==> src/rtl/hazard_ctrl.sv <==
// hazard_ctrl: pipeline sequencing controller for the 5-stage core.
// It handles load-use stalls, memory-busy freezes with a timeout error, and
// the front-end flush that follows a taken branch.
// Optional build macro HAZARD_STATS_EN adds three saturating event counters:
// stall_cycles, flush_events and busy_cycles.
//
// state  | meaning
// RUN    | normal issue
// LSTALL | one load-use bubble was just inserted; behaves like RUN
// MWAIT  | data memory was busy last cycle; a flush may be parked
// FLUSH  | IF/ID is still being flushed after a taken branch
module hazard_ctrl #(
  parameter int unsigned N           = 32,
  parameter int unsigned BR_PENALTY  = 2,
  parameter int unsigned MEM_TIMEOUT = 15
) (
  input  logic       clk,
  input  logic       rst_n,
  input  logic       idex_memread,
  input  logic [4:0] idex_rd,
  input  logic [4:0] ifid_rs1,
  input  logic [4:0] ifid_rs2,
  input  logic       ifid_use_rs2,
  input  logic       branch_taken,
  input  logic       mem_busy,
  output logic       pc_write,
  output logic       ifid_write,
  output logic       idex_write,
  output logic       exmem_write,
  output logic       idex_bubble,
  output logic       ifid_flush,
  output logic       pc_sel,
  output logic       mem_err,
  output logic [1:0] state
`ifdef HAZARD_STATS_EN
  ,
  output logic [15:0] stall_cycles,
  output logic [15:0] flush_events,
  output logic [15:0] busy_cycles
`endif
);

  typedef enum logic [1:0] {
    S_RUN    = 2'd0,
    S_LSTALL = 2'd1,
    S_MWAIT  = 2'd2,
    S_FLUSH  = 2'd3
  } state_t;

  // Reject parameter values the counters cannot represent.
  if (N < 1 || BR_PENALTY < 1 || BR_PENALTY > 4 ||
      MEM_TIMEOUT < 1 || MEM_TIMEOUT > 255) begin : g_param_check
    $error("hazard_ctrl: parameter out of range");
  end

  state_t     r_state;
  logic       r_flush_pend;
  logic [2:0] r_flush_cnt;
  logic [7:0] r_busy_cnt;
  logic       r_mem_err;

  state_t     w_next_state;
  state_t     w_eff;
  logic       w_flush_pend_nxt;
  logic [2:0] w_flush_cnt_nxt;
  logic [7:0] w_busy_cnt_nxt;
  logic       w_load_use;
  logic       w_branch_acc;
  logic       w_flush_act;
  logic       w_stall;

  assign w_load_use = idex_memread && (idex_rd != 5'd0) &&
                      ((idex_rd == ifid_rs1) ||
                       (ifid_use_rs2 && (idex_rd == ifid_rs2)));

  // A cycle after a memory wait is judged as the state that was parked.
  assign w_eff = (r_state == S_MWAIT) ? (r_flush_pend ? S_FLUSH : S_RUN)
                                      : r_state;

  assign w_branch_acc = !mem_busy && branch_taken;
  assign w_flush_act  = !mem_busy && !branch_taken && (w_eff == S_FLUSH);
  assign w_stall      = !mem_busy && !branch_taken && (w_eff != S_FLUSH) &&
                        w_load_use;

  assign state   = r_state;
  assign mem_err = r_mem_err;

  // State, counters and the sticky timeout flag.
  always_ff @(posedge clk or negedge rst_n) begin
    if (!rst_n) begin
      r_state      <= S_RUN;
      r_flush_pend <= 1'b0;
      r_flush_cnt  <= 3'd0;
      r_busy_cnt   <= 8'd0;
      r_mem_err    <= 1'b0;
    end else begin
      r_state      <= w_next_state;
      r_flush_pend <= w_flush_pend_nxt;
      r_flush_cnt  <= w_flush_cnt_nxt;
      r_busy_cnt   <= w_busy_cnt_nxt;
      if (mem_busy && (w_busy_cnt_nxt >= 8'(MEM_TIMEOUT))) begin
        r_mem_err <= 1'b1;
      end
    end
  end

  // Next-state and counter updates in mem_busy > branch > load-use order.
  always_comb begin
    w_next_state     = S_RUN;
    w_flush_pend_nxt = 1'b0;
    w_flush_cnt_nxt  = r_flush_cnt;
    w_busy_cnt_nxt   = 8'd0;
    if (mem_busy) begin
      w_next_state     = S_MWAIT;
      w_flush_pend_nxt = (w_eff == S_FLUSH);
      w_busy_cnt_nxt   = (r_busy_cnt == 8'hFF) ? r_busy_cnt
                                               : r_busy_cnt + 8'd1;
    end else if (w_branch_acc) begin
      w_flush_cnt_nxt = 3'(BR_PENALTY - 1);
      w_next_state    = (BR_PENALTY > 1) ? S_FLUSH : S_RUN;
    end else if (w_flush_act) begin
      w_flush_cnt_nxt = r_flush_cnt - 3'd1;
      w_next_state    = (r_flush_cnt == 3'd1) ? S_RUN : S_FLUSH;
    end else if (w_stall) begin
      w_next_state = S_LSTALL;
    end
  end

  // Mealy pipeline controls; reset forces free-running enables.
  always_comb begin
    pc_write    = 1'b1;
    ifid_write  = 1'b1;
    idex_write  = 1'b1;
    exmem_write = 1'b1;
    idex_bubble = 1'b0;
    ifid_flush  = 1'b0;
    pc_sel      = 1'b0;
    if (rst_n) begin
      if (mem_busy) begin
        pc_write    = 1'b0;
        ifid_write  = 1'b0;
        idex_write  = 1'b0;
        exmem_write = 1'b0;
      end
      if (w_branch_acc) begin
        pc_sel      = 1'b1;
        ifid_flush  = 1'b1;
        idex_bubble = 1'b1;
      end
      if (w_flush_act) begin
        ifid_flush = 1'b1;
      end
      if (w_stall) begin
        pc_write    = 1'b0;
        ifid_write  = 1'b0;
        idex_bubble = 1'b1;
      end
    end
  end

`ifdef HAZARD_STATS_EN
  logic [15:0] r_stall_cycles;
  logic [15:0] r_flush_events;
  logic [15:0] r_busy_cycles;

  // Saturating counters of stall cycles, accepted branches and busy cycles.
  always_ff @(posedge clk or negedge rst_n) begin
    if (!rst_n) begin
      r_stall_cycles <= 16'd0;
      r_flush_events <= 16'd0;
      r_busy_cycles  <= 16'd0;
    end else begin
      if (w_stall && (r_stall_cycles != 16'hFFFF)) begin
        r_stall_cycles <= r_stall_cycles + 16'd1;
      end
      if (w_branch_acc && (r_flush_events != 16'hFFFF)) begin
        r_flush_events <= r_flush_events + 16'd1;
      end
      if (mem_busy && (r_busy_cycles != 16'hFFFF)) begin
        r_busy_cycles <= r_busy_cycles + 16'd1;
      end
    end
  end

  assign stall_cycles = r_stall_cycles;
  assign flush_events = r_flush_events;
  assign busy_cycles  = r_busy_cycles;
`endif

endmodule

==> config.mk <==
export PLATFORM = sky130hd
export DESIGN_NAME = hazard_ctrl
export DESIGN_NICKNAME = d
export VERILOG_FILES = /design/src/rtl/hazard_ctrl.sv
export SDC_FILE = /design/constraint.sdc
export NUM_CORES = 1
export LEC_CHECK = 0
export CORE_AREA = 3 3 53 55
export CTS_CLUSTER_DIAMETER = 100
export DETAILED_ROUTE_END_ITERATION = 7
export DIE_AREA = 0 0 56 58
export PLACE_DENSITY = 0.77
export RECOVER_POWER = 50
export SLEW_MARGIN = 20
export SYNTH_ARGS = -nofsm -noshare
export SYNTH_HDL_FRONTEND = slang
export SYNTH_SLANG_ARGS = --single-unit
==> constraint.sdc <==
create_clock -name clk -period 1.7 [get_ports clk]
set_input_delay 0.34 -clock clk [delete_from_list [all_inputs] [get_ports clk]]
set_output_delay 0.34 -clock clk [all_outputs]
set_load 0.1 [all_outputs]
### After elaboration in Yosys (flattened, before gate mapping)

Index checks and enable logic that the tools add are counted.

| word-level totals | value |
|---|---|
| flip-flop bits (word level) | 15 |
| input port bits | 21 |
| output and inout bits | 10 |
| word-level logic and storage cells | 53 |

| cells by class | value |
|---|---|
| add/subtract/negate cells | 2 |
| magnitude comparators | 1 |
| eq/ne operators | 7 |
| mux-type cells | 22 |
| bitwise logic cells | 1 |
| reduce and logical (&&, ||, !) cells | 15 |

Operators by type and width:

| operator | count |
|---|---|
| 2-to-1 mux 8 bit | 2 |
| 2-to-1 mux 1 bit | 12 |
| 2-to-1 mux 2 bit | 6 |
| equality test 5 bit | 2 |
| logical AND 1 bit | 9 |
| adder 8 x 1 -> 8 bit (second input constant) | 1 |
| equality test 8 bit (second input constant) | 1 |
| >= comparator 8 x 4 -> 1 bit (second input constant) | 1 |
| 2-to-1 mux 3 bit | 2 |
| nonzero test 5 bit | 1 |
| equality test 2 bit (second input constant) | 2 |
| equality test 3 x 1 -> 1 bit (second input constant) | 1 |
| subtractor 3 x 1 -> 3 bit (second input constant) | 1 |
| zero test 1 bit | 2 |
| != test 2 bit (second input constant) | 1 |
| AND reduction 2 bit | 1 |
| nonzero test 2 bit | 1 |
| logical OR 1 bit | 1 |
| NOT 1 bit | 1 |

### Longest topological paths before layout

Gate-level depths: netlist (run 1).

| depth | value |
|---|---|
| depth after elaboration | 9 |
| mapped depth | 6 |
| depth with buffers taken out | 6 |

### Worst setup path before layout (run 1)

No wires, ideal clock.

| timing path | value |
|---|---|
| kind | register -> output |
| from | register r_state[1], in the netlist state[1] |
| to | output port pc_write |
| arrival time | 2.808 ns |
| data required time | 1.360 ns |
| slack | -1.448 ns |
| stages on the path, launching flop included | 7 |
| cell sequence | dfrtp_1 -> o21ai_0 -> nand3_1 -> a21oi_1 -> nand3_1 -> and2_1 -> buf_4 |

| between the ends | value |
|---|---|
| word-level cells in the longest chain between the ends | 7 |

RTL lines:

| element | RTL line | source |
|---|---|---|
| start: declaration | 56 | `state_t r_state;` |
| start signal: assignment | 97 | `r_state <= w_next_state;` |
| equality test 2 bit | 77 | `assign w_eff = (r_state == S_MWAIT) ? (r_flush_pend ? S_FLUSH : S_RUN)` |
| 2-to-1 mux 2 bit (*) | 77 |  |
| != test 2 bit (*) | 82 | `assign w_stall = !mem_busy && !branch_taken && (w_eff != S_FLUSH) &&` |
| logical AND 1 bit (*) (2 in series) | 82 |  |
| 2-to-1 mux 1 bit (*) (2 in series) | -- |  |
| end: declaration | 26 | `output logic pc_write,` |

Mark *: on every way between the ends. The rest lies on a longest branch, timed or not.

### Worst setup path in the final report (run 1)

| timing path | value |
|---|---|
| from | input port ifid_rs2[2] |
| to | output port ifid_write |

| between the ends | value |
|---|---|
| word-level cells in the longest chain between the ends | 7 |

RTL lines:

| element | RTL line | source |
|---|---|---|
| start: declaration | 22 | `input logic [4:0] ifid_rs2,` |
| equality test 5 bit | 74 | `(ifid_use_rs2 && (idex_rd == ifid_rs2)));` |
| logical AND 1 bit | 74 |  |
| logical OR 1 bit | 73 | `((idex_rd == ifid_rs1) \|\|` |
| logical AND 1 bit | 72 | `assign w_load_use = idex_memread && (idex_rd != 5'd0) &&` |
| logical AND 1 bit | 82 |  |
| 2-to-1 mux 1 bit | 153 | `if (w_stall) begin` |
| 2-to-1 mux 1 bit | 138 | `if (rst_n) begin` |
| end: declaration | 27 | `output logic ifid_write,` |

Every way passes these cells.

==> reports/results.tsv, run 1 <==
metric	value	unit
EDFF count, synth	0	
die height	58	um
Seq/Total Area, Yosys	38.3	%
first-pass GRT wire length	4950	um
commonest cells in the netlist	dfrtp_1, xnor2_1, a21oi_1, nand2_1	
Synth area leader	dfrtp_1	
first-pass iteration count of the detailed router	5	
Pint	0.000717	W
clock skew	0.0104	ns
Post-CTS Hold Buffers	0	
ANT cells	0	
status	complete, but fails checks	
WL final	2980	um
core region area	2430	um^2
detailed-route via count	1025	
die width	56	um
Net Sw Power	0.000422	W
Final Wtd Congestion	0.816	
CP Max Fanout	2	
# rows	18	
per-instance average area after synthesis	9.33	um^2
share of cells above drive strength 1	38.6	%
Layout Nets	183	
Port Buffers	30	
Pwr per Cell Area	685	nW/um^2
Starting DRT DRC Count	22	
WP data required	1.36	ns
largest net degree at the start of global routing	14	
Synth async-reset ratio	100	%
Synth Register Bits	15	
critical path class	input pin to primary output	
crit path DAT	1.60	ns
vias in the first global route	1042	
CTS tree	yes	
critical path launch point type	input pin	
normalized max-slew margin	74.9	%
dominant synthesized flop cell	dfrtp_1	
initial antenna violation count	0	
Max Cap Violations	0	
Ys Warns	0	
Fill cells	185	
Post-Syn Instances	105	
Reg-to-Reg End	mem_err$_DFFE_PN0P_	
Hold WC Path Type	input pin to async pin	
Worst-Margin Slew	0.375	ns
Clk network pwr share	17.4	%
synth top area cells	dfrtp_1, xnor2_1, a21oi_1, ha_1, nand3_1	
Synth Cell Area	980	um^2
register share of total power	38.0	%
final hold vios	0	
fin worst setup slack	-0.237	ns
drt wl/cell	15.9	um
FF-to-FF Start	r_busy_cnt[0]$_DFF_PN0_	
violated checks	setup timing	
placed cells	178	
power share of the combinational group	44.6	%
Clock Path Buffers	2	
Yosys cell types	36	
top-count cell post-synth	dfrtp_1	
CP endpoint kind	primary output	
dpl hpwl	2280	um
H-tree Lvls	1	
Finish-stage setup viols	5	
Peak Freq	516	MHz
unrepaired setup endpoints after global routing	true	
grt total ovfl	0	
CTS root buffer	clkbuf_4	
Slew Viols, Final	0	
clock period minus worst slack	1.94	ns
Sw Share	37.1	%
die footprint	3250	um^2
clock latency at the later pin of the worst-skew pair	0.29	ns
post-layout total power	0.00114	W
DRT antenna net count	0	
final worst-path cycle share	114	%
Crit-path slowest cell	clkdlybuf4s50_1	
Area growth syn-to-layout	69.7	%
CTS Buf Count	3	
via/cell ratio	5.45	
CP Cell Sequence	clkdlybuf4s50_1 -> xnor2_1 -> nand2_1 -> o22ai_2 -> nand3_2 -> and2_4 -> buf_12	
slowest stage delay, CP	0.47	ns
IR drop worst, VDD	0.000620	V
worst-case reg-to-reg path depth	6	
number of remaining DRC errors	0	
all-layer global routing usage	19.4	%
top cell type's share of synthesized area	38.3	%
r2r setup slk	-0.03	ns
Non-Filler Instances	188	
Mapped Nets	129	
CP startpoint	ifid_rs2[2]	
Worst-path clk slew	0.09	ns
Top Ports	31	
Static Leak	0.768	nW
CTS Sinks	15	
initial core utilization	40.3	%
==> worst max-delay path, delay by kind of cell <==
family,cells,cell delay (ns)
simple gates,3,0.37
xor+xnor,1,0.11
buf+inv,2,0.63
compound gates,1,0.13
==> cell type report <==
type                    instances  area (um^2)  area share [%]
repair buffers                 52          556            33.4
inverters                       6         22.5            1.35
clock buffers                   4         26.3            1.58
flip-flops and latches         15          383            23.0
multi-input cells              81          638            38.4
well taps                      30         37.5            2.26
==> state kept, by name, indices dropped and copies added, names as in the netlist <==
register and cells:
r_busy_cnt 8, mem_err 1, r_flush_pend 1, r_flush_cnt 3, state 2
==> metrics by stage <==
stage	utilization, %	setup TNS (ns)	cell area (um^2)	hold WS [ns]	setup slack, ns
finish	68.4	-0.862	1660	0.284	-0.237
global route	68.4	-1.30	1660	0.284	-0.334
CTS	67.2	-0.948	1630	0.278	-0.277
detailed placement	64.4	-2.24	1570	0.525	-0.480
global placement	64.4	-1.93	1570	0.523	-0.408
floorplan	-	-0.488	1050	0.0444	-0.233
==> how the worst max path moves through the flow <==
stage | end | cells past startpoint
after floorplan | pc_write | 6
after global placement | pc_write | 7
after detailed placement | ifid_write | 7
after CTS | ifid_write | 6
after global routing | pc_write | 6
final | ifid_write | 7
==> routing by layer <==
layer  vias up  GRT usage, %  routed length (um)
met5         -             0                   0
met4         0          5.08                  48
met3         9          4.45                 149
met2        33          34.9                1570
met1       497          23.3                1220
li1        486             -                   -
==> repair_timing <==
action / CTS / global route
setup buffers: 5 / 1
pin swaps: 20 / 7
endpoints found under the setup margin: 8 / 6
resized for setup: 24 / 4
==> kinds of logic after synthesis <==
group           share of synthesized area [%]
compound gates                           18.6
xor+xnor                                 9.83
fa+ha+maj                                3.83
buf+inv                                  4.98
flops                                    38.3
mux                                      2.55
simple gates                             21.8
==> power groups by stage <==
stage / clock [W] / combinational, W / sequential (W)
finish: 0.000198 / 0.000508 / 0.000433
global route: 0.000232 / 0.000544 / 0.000440
CTS: 0.000208 / 0.000501 / 0.000430
detailed placement: 0 / 0.000490 / 0.000440
global placement: 0 / 0.000469 / 0.000435
floorplan: 0 / 0.000243 / 0.000477
==> layout by cell type (no fill, tap or decap), drive strengths merged, types with 2 or more instances in the layout <==
cell type	n
buf	32
xnor2	11
nor3	2
nand2b	2
clkdlybuf4s50	3
nor2	6
nand2	7
a31oi	3
dfrtp	15
o22ai	3
ha	3
and3	3
nand3	7
and2b	2
o21ai	6
and2	4
clkbuf	4
a21oi	8
inv	6
nand4	2
dlygate4sd2	17
Note: power is estimated with default switching activity, not from simulation.
==> run 2: changes to the inputs <==
- CTS_BUF_LIST: not set -> sky130_fd_sc_hd__clkbuf_8 sky130_fd_sc_hd__clkbuf_16
==> reports/results.tsv, run 2 (same netlist as run 1, synthesis figures left out) <==
metric	value	unit	change
normalized max-slew margin	75.1	%	+0.25 points
Non-Filler Instances	187		-0.53%
ANT cells	0		unchanged
most frequent cells in the layout	buf_4, dlygate4sd2_1, dfrtp_1, xnor2_1, buf_12		
number of remaining DRC errors	0		unchanged
Final Wtd Congestion	0.816		unchanged
Finish-stage setup viols	5		unchanged
initial core utilization	40.3	%	unchanged
crit path DAT	1.56	ns	-0.04 ns
IR drop worst, VDD	0.000694	V	+12%
register area	383	um^2	unchanged
Layout Nets	182		-0.55%
pre-CTS setup slack	-0.480	ns	unchanged
Post-CTS Hold Buffers	0		unchanged
critical path launch point type	flip-flop		
Starting DRT DRC Count	22		unchanged
grt total ovfl	0		unchanged
Port Buffers	30		unchanged
die footprint	3250	um^2	unchanged
Hold WC Path Type	input pin to async pin		
CP endpoint kind	primary output		
CTS Buf Count	3		unchanged
first-pass GRT wire length	5020	um	+1.3%
Worst-path clk slew	0.06	ns	-0.03 ns
CTS Sinks	15		unchanged
initial antenna violation count	0		unchanged
clock skew	0.00902	ns	-0.00140 ns
area occupied by multi-input gates	646	um^2	+1.2%
critical path class	flip-flop to primary output		
Slew Viols, Final	0		unchanged
# rows	18		unchanged
die width	56	um	unchanged
via/cell ratio	5.39		-1.1%
Design Area, Final	1680	um^2	+0.98%
placed cells	178		unchanged
largest net degree at the start of global routing	14		unchanged
clock latency at the later pin of the worst-skew pair	0.25	ns	-0.04 ns
WL final	3110	um	+4.2%
Clock Path Buffers	2		unchanged
Area growth syn-to-layout	71.4	%	
CTS tree	yes		
CTS root buffer	clkbuf_8		
unrepaired setup endpoints after global routing	true		
Post-DP Area	1570	um^2	unchanged
CP Max Fanout	2		unchanged
Static Leak	0.780	nW	+1.5%
Worst-Margin Slew	0.371	ns	-0.00367 ns
drt wl/cell	16.6	um	+4.7%
violated checks	setup timing		
share of cells above drive strength 1	39.5	%	+0.88 points
vias in the first global route	1052		+0.96%
Largest register FFs	8		unchanged
H-tree Lvls	1		unchanged
status	complete, but fails checks		
core region area	2430	um^2	unchanged
detailed-route via count	1008		-1.7%
first-pass iteration count of the detailed router	4		-1
final worst-path cycle share	112	%	-2.0 points
Top Ports	31		unchanged
DRT antenna net count	0		unchanged
final hold vios	0		unchanged
clock period minus worst slack	1.90	ns	-0.0344 ns
fin worst setup slack	-0.202	ns	+0.0344 ns
WP data required	1.36	ns	about the same
Max Cap Violations	0		unchanged
Biggest register	r_busy_cnt		
worst hold slack	0.320	ns	+0.0356 ns
Peak Freq	526	MHz	+1.8%
leading cell type in the layout, fill and taps excluded	buf_4		
Pwr per Cell Area	731	nW/um^2	+6.6%
dpl hpwl	2280	um	unchanged
die height	58	um	unchanged
Fill cells	179		-3.2%
all-layer global routing usage	19.5	%	+0.094 points
run 2: stage by stage:
stage | util, % | setup TNS (ns) | total power (W)
global placement | 64.4 | -1.93 | 0.000904
detailed placement | 64.4 | -2.24 | 0.000929
floorplan | - | -0.488 | 0.000720
global route | 69.0 | -1.10 | 0.00129
finish | 69.0 | -0.712 | 0.00123
CTS | 67.7 | -0.735 | 0.00122
run 2: repair_timing:
| item | CTS | global route |
|---|---|---|
| pin swaps | 21 | 9 |
| setup buffers | 5 | 0 |
| endpoints found under the setup margin | 8 | 5 |
| gates resized for setup | 24 | 10 |
| hold endpoints to repair | 0 | 0 |
run 2: worst paths after layout:
kind,slack [ns],end,depth (start not counted),from
setup / recovery,-0.20,ifid_write,6,state[0]$_DFF_PN0_
hold / removal,0.32,mem_err$_DFFE_PN0P_,2,rst_n
setup reg to reg,-0.03,mem_err$_DFFE_PN0P_,5,r_busy_cnt[0]$_DFF_PN0_
hold reg to reg,0.55,mem_err$_DFFE_PN0P_,2,mem_err$_DFFE_PN0P_
max in group asynchronous,1.23,state[0]$_DFF_PN0_,2,rst_n
min in group clk,0.55,mem_err$_DFFE_PN0P_,2,mem_err$_DFFE_PN0P_
run 2: layout make-up:
cell class                      instances  share of cell area [%]
Inverter                                6                    1.34
Clock inverter                          1                   0.224
Clock buffer                            3                    2.46
Sequential cell                        15                    22.8
Timing Repair Buffer                   51                    32.5
Multi-Input combinational cell         81                    38.5
Tap cell                               30                    2.24
run 2: worst max-delay path, stage by stage, from the launching register on:
cell and delay (ns):
dfrtp_4 0.49, o21ai_4 0.15, nand3_2 0.09, a21oi_2 0.15
nand3_2 0.10, and2_4 0.17, buf_12 0.16
run 2: power breakdown:
| part | switching, W | total (W) | internal (W) | leakage (nW) |
|---|---|---|---|---|
| logic | 0.000284 | 0.000508 | 0.000224 | 0.563 |
| clock network | 0.000126 | 0.000286 | 0.000160 | 0.0269 |
| registers | 0.0000327 | 0.000433 | 0.000401 | 0.190 |
| total | 0.000442 | 0.00123 | 0.000785 | 0.780 |
run 2: layer usage:
metal	global-route usage, %	share of wire [%]	vias up
met3	4.45	3.5	8
met5	0	0	-
met4	4.07	1.2	0
met1	23.9	42	501
met2	35.1	53	16
li1	-	-	483
